$ cat src/rtl/t05_hdr_pkg.sv
// Shared types and the zero-count rule for the header serializer and the
// codebook synthesis models.
package t05_hdr_pkg;

    typedef enum logic [1:0] {
        IDLE  = 2'd0,
        SHIFT = 2'd1,
        ZEROS = 2'd2,
        DONE  = 2'd3
    } hdr_state_t;

    localparam int ZCNT_W = 2;

    // The caller passes the sum-node flags (MSBs of least1/least2) and whether
    // the char equals the low bits of least2.
    function automatic logic [ZCNT_W-1:0] zero_count(
        input logic l1_sum,
        input logic l2_sum,
        input logic char_match
    );
        if (!l1_sum && !l2_sum && char_match) begin
            return 2'd2;
        end else if (l1_sum ^ l2_sum) begin
            return 2'd1;
        end else begin
            return 2'd0;
        end
    endfunction

endpackage

$ cat src/rtl/t05_hdr_fifo.sv
// Synchronous token FIFO; pointers wrap modulo DEPTH (a power of two).
module t05_hdr_fifo #(
    parameter int WIDTH = 10,
    parameter int DEPTH = 4
) (
    input  logic                       clk,
    input  logic                       rst,
    input  logic                       push,
    input  logic                       pop,
    input  logic [WIDTH-1:0]           din,
    output logic [WIDTH-1:0]           dout,
    output logic [$clog2(DEPTH+1)-1:0] count,
    output logic                       full,
    output logic                       empty
);

    localparam int PTR_W = $clog2(DEPTH);
    localparam int CNT_W = $clog2(DEPTH+1);

    logic [WIDTH-1:0] mem [DEPTH];
    logic [PTR_W-1:0] wr_ptr;
    logic [PTR_W-1:0] rd_ptr;
    logic             do_push;
    logic             do_pop;

    assign full    = (count == CNT_W'(DEPTH));
    assign empty   = (count == '0);
    assign do_push = push && !full;
    assign do_pop  = pop && !empty;
    assign dout    = mem[rd_ptr];

    always_ff @(posedge clk) begin
        if (do_push) begin
            mem[wr_ptr] <= din;
        end
    end

    always_ff @(posedge clk or posedge rst) begin
        if (rst) begin
            wr_ptr <= '0;
            rd_ptr <= '0;
            count  <= '0;
        end else begin
            if (do_push) begin
                wr_ptr <= wr_ptr + PTR_W'(1);
            end
            if (do_pop) begin
                rd_ptr <= rd_ptr + PTR_W'(1);
            end
            if (do_push && !do_pop) begin
                count <= count + CNT_W'(1);
            end else if (do_pop && !do_push) begin
                count <= count - CNT_W'(1);
            end
        end
    end

endmodule

$ cat src/rtl/t05_header_serializer.sv
// Queues {char, zero count} tokens and shifts each out as 1, char bits, 0..2
// zeros over a per-bit valid/ready handshake, pulsing write_finish per token.
module t05_header_serializer
    import t05_hdr_pkg::*;
#(
    parameter int CHAR_W    = 8,
    parameter int DEPTH     = 4,
    parameter int LSB_FIRST = 0
) (
    input  logic                       clk,
    input  logic                       rst,
    input  logic                       char_found,
    input  logic [CHAR_W-1:0]          char_index,
    input  logic [CHAR_W:0]            least1,
    input  logic [CHAR_W:0]            least2,
    output logic                       in_ready,
    output logic                       bit_out,
    output logic                       bit_valid,
    input  logic                       bit_ready,
    output logic                       write_finish,
    output logic                       busy,
    output logic [$clog2(DEPTH+1)-1:0] fifo_count,
    output logic                       overflow
);

    localparam int TOK_W = CHAR_W + ZCNT_W;
    localparam int BIT_W = $clog2(CHAR_W+2);
    localparam logic [BIT_W-1:0] LAST_BIT = BIT_W'(CHAR_W);
    localparam logic [BIT_W-1:0] SAT_BIT  = BIT_W'(CHAR_W+1);

    // Handshake: a bit transfers on a rising clk edge where bit_valid and
    // bit_ready are both high; bit_valid/bit_out are registers only, so they
    // never depend combinationally on bit_ready and hold steady while stalled.

    hdr_state_t          state;
    logic [CHAR_W:0]     shreg;
    logic [BIT_W-1:0]    bitcnt;
    logic [ZCNT_W-1:0]   zcnt;

    logic                push;
    logic                pop;
    logic                full;
    logic                empty;
    logic [TOK_W-1:0]    din;
    logic [TOK_W-1:0]    dout;
    logic [ZCNT_W-1:0]   push_zcnt;
    logic [CHAR_W-1:0]   pop_char;
    logic [ZCNT_W-1:0]   pop_zcnt;
    logic [CHAR_W-1:0]   load_char;
    logic                unused_least1;

    // Only the sum-node flag of least1 matters for the zero count.
    assign unused_least1 = ^least1[CHAR_W-1:0];

    assign push_zcnt = zero_count(least1[CHAR_W], least2[CHAR_W],
                                  char_index == least2[CHAR_W-1:0]);
    assign din       = {push_zcnt, char_index};
    assign in_ready  = !full;
    assign push      = char_found && !full;
    assign pop       = (state == IDLE) && !empty;
    assign pop_char  = dout[CHAR_W-1:0];
    assign pop_zcnt  = dout[TOK_W-1:CHAR_W];
    assign busy      = (state != IDLE) || !empty;

    generate
        if (LSB_FIRST != 0) begin : g_rev
            always_comb begin
                load_char = '0;
                for (int i = 0; i < CHAR_W; i++) begin
                    load_char[i] = pop_char[CHAR_W-1-i];
                end
            end
        end else begin : g_fwd
            assign load_char = pop_char;
        end
    endgenerate

    t05_hdr_fifo #(
        .WIDTH (TOK_W),
        .DEPTH (DEPTH)
    ) u_fifo (
        .clk   (clk),
        .rst   (rst),
        .push  (push),
        .pop   (pop),
        .din   (din),
        .dout  (dout),
        .count (fifo_count),
        .full  (full),
        .empty (empty)
    );

    always_ff @(posedge clk or posedge rst) begin
        if (rst) begin
            overflow <= 1'b0;
        end else if (char_found && !in_ready) begin
            overflow <= 1'b1;
        end
    end

    always_ff @(posedge clk or posedge rst) begin
        if (rst) begin
            state        <= IDLE;
            shreg        <= '0;
            bitcnt       <= '0;
            zcnt         <= '0;
            bit_valid    <= 1'b0;
            bit_out      <= 1'b0;
            write_finish <= 1'b0;
        end else begin
            write_finish <= 1'b0;
            case (state)
                IDLE: begin
                    if (!empty) begin
                        shreg     <= {1'b1, load_char};
                        bitcnt    <= '0;
                        zcnt      <= pop_zcnt;
                        bit_valid <= 1'b1;
                        bit_out   <= 1'b1;
                        state     <= SHIFT;
                    end
                end
                SHIFT: begin
                    if (bit_ready) begin
                        shreg <= {shreg[CHAR_W-1:0], 1'b0};
                        if (bitcnt != SAT_BIT) begin
                            bitcnt <= bitcnt + BIT_W'(1);
                        end
                        if (bitcnt == LAST_BIT) begin
                            bit_out <= 1'b0;
                            if (zcnt != '0) begin
                                state <= ZEROS;
                            end else begin
                                bit_valid    <= 1'b0;
                                write_finish <= 1'b1;
                                state        <= DONE;
                            end
                        end else begin
                            // bit_out mirrors the MSB of the shifted register.
                            bit_out <= shreg[CHAR_W-1];
                        end
                    end
                end
                ZEROS: begin
                    if (bit_ready) begin
                        zcnt <= zcnt - ZCNT_W'(1);
                        if (zcnt == ZCNT_W'(1)) begin
                            bit_valid    <= 1'b0;
                            write_finish <= 1'b1;
                            state        <= DONE;
                        end
                    end
                end
                DONE: begin
                    state <= IDLE;
                end
                default: begin
                    state <= IDLE;
                end
            endcase
        end
    end

endmodule
$ cat config.mk
export PLATFORM = sky130hd
export DESIGN_NAME = t05_header_serializer
export DESIGN_NICKNAME = d
export VERILOG_FILES = /design/src/rtl/t05_hdr_pkg.sv /design/src/rtl/t05_hdr_fifo.sv /design/src/rtl/t05_header_serializer.sv
export SDC_FILE = /design/constraint.sdc
export NUM_CORES = 1
export LEC_CHECK = 0
export CAP_MARGIN = 20
export CORE_MARGIN = 2
export CORE_UTILIZATION = 45
export CTS_BUF_LIST = sky130_fd_sc_hd__clkbuf_8
export DETAILED_ROUTE_END_ITERATION = 10
export PLACE_DENSITY_LB_ADDON = 0.1
export SYNTH_ARGS = -nofsm -noshare
export SYNTH_HDL_FRONTEND = slang
export SYNTH_SLANG_ARGS = --single-unit
$ cat constraint.sdc
create_clock -name clk -period 2.8 [get_ports clk]
set_input_delay 0.7 -clock clk [delete_from_list [all_inputs] [get_ports clk]]
set_output_delay 0.7 -clock clk [all_outputs]
set_load 0.02 [all_outputs]
# ---- After elaboration in Yosys (flattened, before gate mapping)
# Memories as Yosys holds them, arrays and structs flattened.
# Index checks and enable logic that the tools add are counted.
dict set report totals {
  ff_bits 27
  ramBits 40
  input_bits 30
  output_inout_bits 9
  elab_cells 102
  n_memories 1
}
# memory depth width read_ports rd_ports_with_merged_regs wr line
set mem_list {}
lappend mem_list {u_fifo.mem 4 10 1 0 1 t05_hdr_fifo.sv:20} ;# logic [WIDTH-1:0] mem [DEPTH];
dict set report classes {
  n_addsub 6
  eq_ne 15
  mux 39
  bitwise 1
  reduce_logical 29
}
# cell count
set op_table {}
lappend op_table {{1-bit 2-to-1 mux} 17}
lappend op_table {{2-bit 2-to-1 mux} 8}
lappend op_table {{8-bit 2-to-1 mux} 2}
lappend op_table {{8-bit one-hot mux with 2 select lines} 1}
lappend op_table {{2-bit inequality test, second input constant} 7}
lappend op_table {{4-bit 2-to-1 mux} 3}
lappend op_table {{2-bit nonzero test} 5}
lappend op_table {{1-bit logical AND} 9}
lappend op_table {{8-bit == test} 1}
lappend op_table {{2-bit one-hot mux with 4 select lines} 1}
lappend op_table {{4-bit one-hot mux with 2 select lines} 1}
lappend op_table {{7-bit AND reduction} 1}
lappend op_table {{1-bit zero test} 6}
lappend op_table {{3-bit 2-to-1 mux} 2}
lappend op_table {{3-bit AND reduction} 2}
lappend op_table {{5-bit AND reduction} 1}
lappend op_table {{2-bit by 1-bit adder with 2-bit output, second input constant} 2}
lappend op_table {{4-bit by 1-bit adder with 4-bit output, second input constant} 1}
lappend op_table {{2-bit by 1-bit == test with 1-bit output, second input constant} 2}
lappend op_table {{2-bit == test, second input constant} 2}
lappend op_table {{4-bit == test, second input constant} 1}
lappend op_table {{4-bit inequality test, second input constant} 1}
lappend op_table {{1-bit one-hot mux with 2 select lines} 2}
lappend op_table {{2-bit one-hot mux with 2 select lines} 1}
lappend op_table {{other kinds (11)} 11}

# ---- Depth between registers and ports, before layout
dict set report depth {
  word_depth 8
  depth_mapped 9
  ltp_nobuf 9
}

# ---- Cells and area by module
# A second synthesis with hierarchy kept.
dict set report hier_totals {
  cells_unflattened 226
  area_unflattened_um2 3243.1
}
# mod n_inst cells_each area_each_um2 seq_area_each_um2
set by_module_without_submodules {}
lappend by_module_without_submodules {t05_hdr_fifo 1 88 1881.8 1376.3}
lappend by_module_without_submodules {t05_header_serializer 1 138 1361.3 500.5}

# ---- Worst setup path after synthesis
# Ideal clock, no wire load.
dict set report synth_path {
  path_kind {register -> register}
  from {register u_fifo.count[0]}
  to {register u_fifo.count[2]}
  setup_ns 0.080
  t_arrival_ns 2.150
  t_required_ns 2.720
  path_slack_ns 0.570
  path_stages_with_launch 10
  n_path_buf 0
  synth_period_minus_slack_ns 2.230
  cell_sequence {dfrtp_1 nor2_1 nand2_1 and2_0 ha_1 inv_1 fa_1 xor2_1 nor2_1 xor2_1}
}
dict set report synth_between {
  elab_chain_len 7
  elab_cells_between_ends 17
  classes_between {add/sub: 2; eq/ne: 1; mux: 2; reduce/logical: 12}
}
# element line
set synth_lines {}
lappend synth_lines {{start, declared} t05_hdr_fifo.sv:12} ;# output logic [$clog2(DEPTH+1)-1:0] count,
lappend synth_lines {{start signal, assigned} t05_hdr_fifo.sv:51} ;# count <= count + CNT_W'(1);
lappend synth_lines {{start signal, assigned} t05_hdr_fifo.sv:53} ;# count <= count - CNT_W'(1);
lappend synth_lines {{3-bit == test (*)} t05_hdr_fifo.sv:26} ;# assign full = (count == CNT_W'(DEPTH));
lappend synth_lines {{1-bit zero test (*)} n/a}
lappend synth_lines {{named net in_ready} t05_header_serializer.sv:16} ;# output logic in_ready,
lappend synth_lines {{1-bit logical AND} t05_header_serializer.sv:59} ;# assign push = char_found && !full;
lappend synth_lines {{1-bit logical AND (*)} t05_hdr_fifo.sv:28} ;# assign do_push = push && !full;
lappend synth_lines {{named net u_fifo.do_push} t05_hdr_fifo.sv:23} ;# logic do_push;
lappend synth_lines {{1-bit zero test} t05_hdr_fifo.sv:52} ;# end else if (do_pop && !do_push) begin
lappend synth_lines {{1-bit logical AND} t05_hdr_fifo.sv:52}
lappend synth_lines {{2-bit nonzero test (no line)} n/a}
# Mark *: on every way through the listed nets, which the timed path passes. The rest lies on a longest branch. The select of a mux whose other input is x is not followed.
# A chain may end at the register's enable or synchronous reset.

# ---- Worst setup path after layout
dict set report layout_path {
  from {register state[0]}
  to {output busy}
}
dict set report layout_between {
  elab_chain_len 2
}
# element line
set layout_lines {}
lappend layout_lines {{start, declared} t05_header_serializer.sv:35} ;# hdr_state_t state;
lappend layout_lines {{start signal, assigned} t05_header_serializer.sv:103} ;# state <= IDLE;
lappend layout_lines {{start signal, assigned} t05_header_serializer.sv:120} ;# state <= SHIFT;
lappend layout_lines {{start signal, assigned} t05_header_serializer.sv:132} ;# state <= ZEROS;
lappend layout_lines {{2-bit nonzero test} t05_header_serializer.sv:63} ;# assign busy = (state != IDLE) || !empty;
lappend layout_lines {{1-bit logical OR} t05_header_serializer.sv:63}
lappend layout_lines {{end, declared} t05_header_serializer.sv:21} ;# output logic busy,
# Every way passes these cells.

==> impl_metrics.env <==
export IMPL_status="complete, no violations"
export IMPL_ys_types=42
export IMPL_slew_headroom_pct=54.5
export IMPL_cts_resized_gates=0
export IMPL_vias_per_cell=4.98
export IMPL_die_width_um=87.8
export IMPL_drt_iter0_drc=87
export IMPL_yosys_area_top_type="edfxtp_1"
export IMPL_post_drt_wl_per_cell_um=14.9
export IMPL_rr_endpoint="u_fifo.count[2]"
export IMPL_syn_cell_area_um2=3160
export IMPL_cp_arrival_ns=1.96
export IMPL_synthDominantCellAreaShare_pct=38.0
export IMPL_ys_warn_count=0
export IMPL_power_frac_seq_pct=39.3
export IMPL_syn_inst=217
export IMPL_use_met1_pct=19.6
export IMPL_clk_pin_slew_worst_paths_ns=0.07
export IMPL_reg2reg_slack_ns=0.48
export IMPL_min_from="overflow"
export IMPL_tightest_slew_ns=0.677
export IMPL_p_leak_nw=1.50
export IMPL_regArea_um2=1880
export IMPL_dpl_hpwl_mm=3.59
export IMPL_use_met3_pct=4.81
export IMPL_die_h_um=87.8
export IMPL_ir_drop_uv=393
export IMPL_p_per_area_nw_per_um2=1060
export IMPL_r2r_start="u_fifo.count[0]"
export IMPL_io_buffers=30
export IMPL_setup_tns_final_ns=0
export IMPL_hold_buffers=0
export IMPL_diodes=0
export IMPL_fillers=569
export IMPL_setup_viol=0
export IMPL_yosysMostFrequentCell="edfxtp_1"
export IMPL_htreeDepth=3
export IMPL_power_frac_clock_pct=21.3
export IMPL_finalCritPeriodShare_pct=95.1
export IMPL_finalInstanceArea_um2=3800
export IMPL_via_count=1789
export IMPL_synth_flop_cell="edfxtp_1"
export IMPL_antenna_found_initial=0
export IMPL_grtUsageTotal_pct=15.6
export IMPL_grt_setup_unrepaired="false"
export IMPL_p_total_mw=4.01
export IMPL_cts_path_max_buffers=2
export IMPL_synth_edf_count=40
export IMPL_placed_area_um2=3590
export IMPL_clk_root_buffer_cell="clkbuf_8"
export IMPL_grt_max_degree=18
export IMPL_period_minus_slack_ns=2.66
export IMPL_cp_start_kind="flop"
export IMPL_top_usage_layer="met2"
export IMPL_switching_share_pct=34.5
export IMPL_drt_wl_total_mm=5.35
export IMPL_clkSinkCount=67
export IMPL_synth_seq_area_share_pct=59.4
export IMPL_start_util_pct=46.5
export IMPL_ys_top_cells_by_count="edfxtp_1, dfrtp_1, ha_1, inv_1, nor2_1"
export IMPL_fin_skew_ns=0.00633
export IMPL_multi_input_area_um2=1170
export IMPL_die_area_um2=7710
export IMPL_drv_cap=0
export IMPL_rows=30
export IMPL_area_growth_pct=20.2
export IMPL_p_switching_mw=1.39
export IMPL_slew_violations=0
export IMPL_whs_endpoint="overflow"
export IMPL_p_comb_share_pct=39.4
export IMPL_required_ns=2.10
export IMPL_hp_class="reg2reg"
export IMPL_final_nets=305
export IMPL_hold_depth=1
export IMPL_drc=0
export IMPL_met2_usage_pct=25.6
export IMPL_io_pins=39
export IMPL_cts_buffers=9
export IMPL_core_um2=6790
export IMPL_synth_area_per_cell_um2=14.6
export IMPL_fmax_ghz=0.376
export IMPL_drive_above_1_share_pct=17.1
export IMPL_clock_latency_ns=0.34
export IMPL_first_global_vias=1771
export IMPL_finalHoldViolCount=0
export IMPL_routabilityCongestion=0.783
export IMPL_postSynth_asyncResetShare_pct=40.3
export IMPL_grt_overflow=0
export IMPL_ys_ff_latch=67
export IMPL_grt_pass1_wl_mm=8.74
export IMPL_cts_tree="built"
export IMPL_p_int_mw=2.63
export IMPL_crit_type="reg2out"
export IMPL_reg2reg_depth=7
export IMPL_firstDrtPassIters=4
export IMPL_syn_nets=264
export IMPL_crit_fanout=5
export IMPL_final_antenna_net_count=0
export IMPL_ys_top_cells_by_area="edfxtp_1, dfrtp_1, mux4_2, ha_1, mux2i_1"
export IMPL_cp_end_kind="output pin"
export IMPL_post_cts_buffers=0
## state kept, by name, summed over array words and instances, names as in the netlist
register	count
overflow	1
u_fifo.wr_ptr	2
shreg	8
u_fifo.rd_ptr	2
zcnt	2
u_fifo.mem	40
u_fifo.count	3
bitcnt	4
state	2
bit_out	1
bit_valid	1
write_finish	1
## cell usage in the layout, fill, tap and decap left out, types with 2 or more instances in the layout
cell type / n
a211oi_1: 3
a21oi_1: 7
a22o_1: 6
and3_1: 7
buf_4: 5
bufinv_16: 2
clkbuf_8: 9
clkdlybuf4s50_1: 30
clkinv_2: 2
dfrtp_1: 27
edfxtp_1: 40
ha_1: 15
inv_1: 18
mux2_2: 3
mux2i_1: 9
mux4_2: 10
nand2_1: 8
nor2_1: 14
o21ai_0: 4
o21ai_2: 3
o31ai_1: 2
or2_2: 2
xnor2_1: 8
xor2_1: 6
## critical path: stages, from the launching register on
cell             delay (ns)
dfrtp_1                0.42
inv_1                  0.15
ha_2                   0.24
nor4b_4                0.21
inv_1                  0.06
clkdlybuf4s50_1        0.54
## layout make-up
class,instances,share of cell area [%]
Sequential cell,67,49.4
Multi-Input combinational cell,128,30.9
Timing Repair Buffer,36,9.42
Clock buffer,9,3.26
Tap cell,96,3.16
Clock inverter,7,2.24
Inverter,16,1.58
## per-stage QoR
stage | utilization (%) | hold WS, ns | cells | setup WS [ns]
after floorplan | - | 0.473 | 217 | 0.570
after global placement | 52.8 | 0.451 | 343 | 0.298
after detailed placement | 52.8 | 0.470 | 343 | 0.275
after CTS | 55.9 | 0.487 | 359 | 0.0842
after global routing | 55.9 | 0.498 | 359 | 0.00740
final | 55.9 | 0.483 | 359 | 0.138
## power groups by stage
stage          registers (mW)  clock network (mW)  logic (mW)
2_1_floorplan            1.58                   0        1.21
3_3_place_gp             1.59                   0        1.57
3_5_place_dp             1.60                   0        1.60
4_1_cts                  1.58               0.873        1.61
5_1_grt                  1.61               0.923        1.77
6_report                 1.58               0.853        1.58
## worst max path at each step
stage | slack (ns) | cells past startpoint | from | to
global placement | 0.30 | 8 | char_found | u_fifo.count[2]
detailed placement | 0.28 | 8 | char_found | u_fifo.count[2]
CTS | 0.08 | 5 | state[0] | busy
finish | 0.14 | 5 | state[0] | busy
global route | 0.007 | 5 | state[0] | busy
floorplan | 0.57 | 9 | u_fifo.count[0] | u_fifo.count[2]
## per-layer routing
layer | routed length [µm] | share of wire, %
met3 | 177 | 3.3
met5 | 0 | 0
met1 | 2470 | 46
met4 | 68 | 1.3
met2 | 2630 | 49
## kinds of logic (layout without fill, tap and decap cells)
logic type      count (synthesis)  count (layout)  synth area share (%)
compound gates                 31              31                  6.97
mux                            23              23                  11.4
flops                          67              67                  59.4
buf+inv                        22              68                  3.52
fa+ha+maj                      17              17                  6.97
xor+xnor                       14              14                  3.88
simple gates                   43              43                  7.84
(Power assumes the default switching activity.)
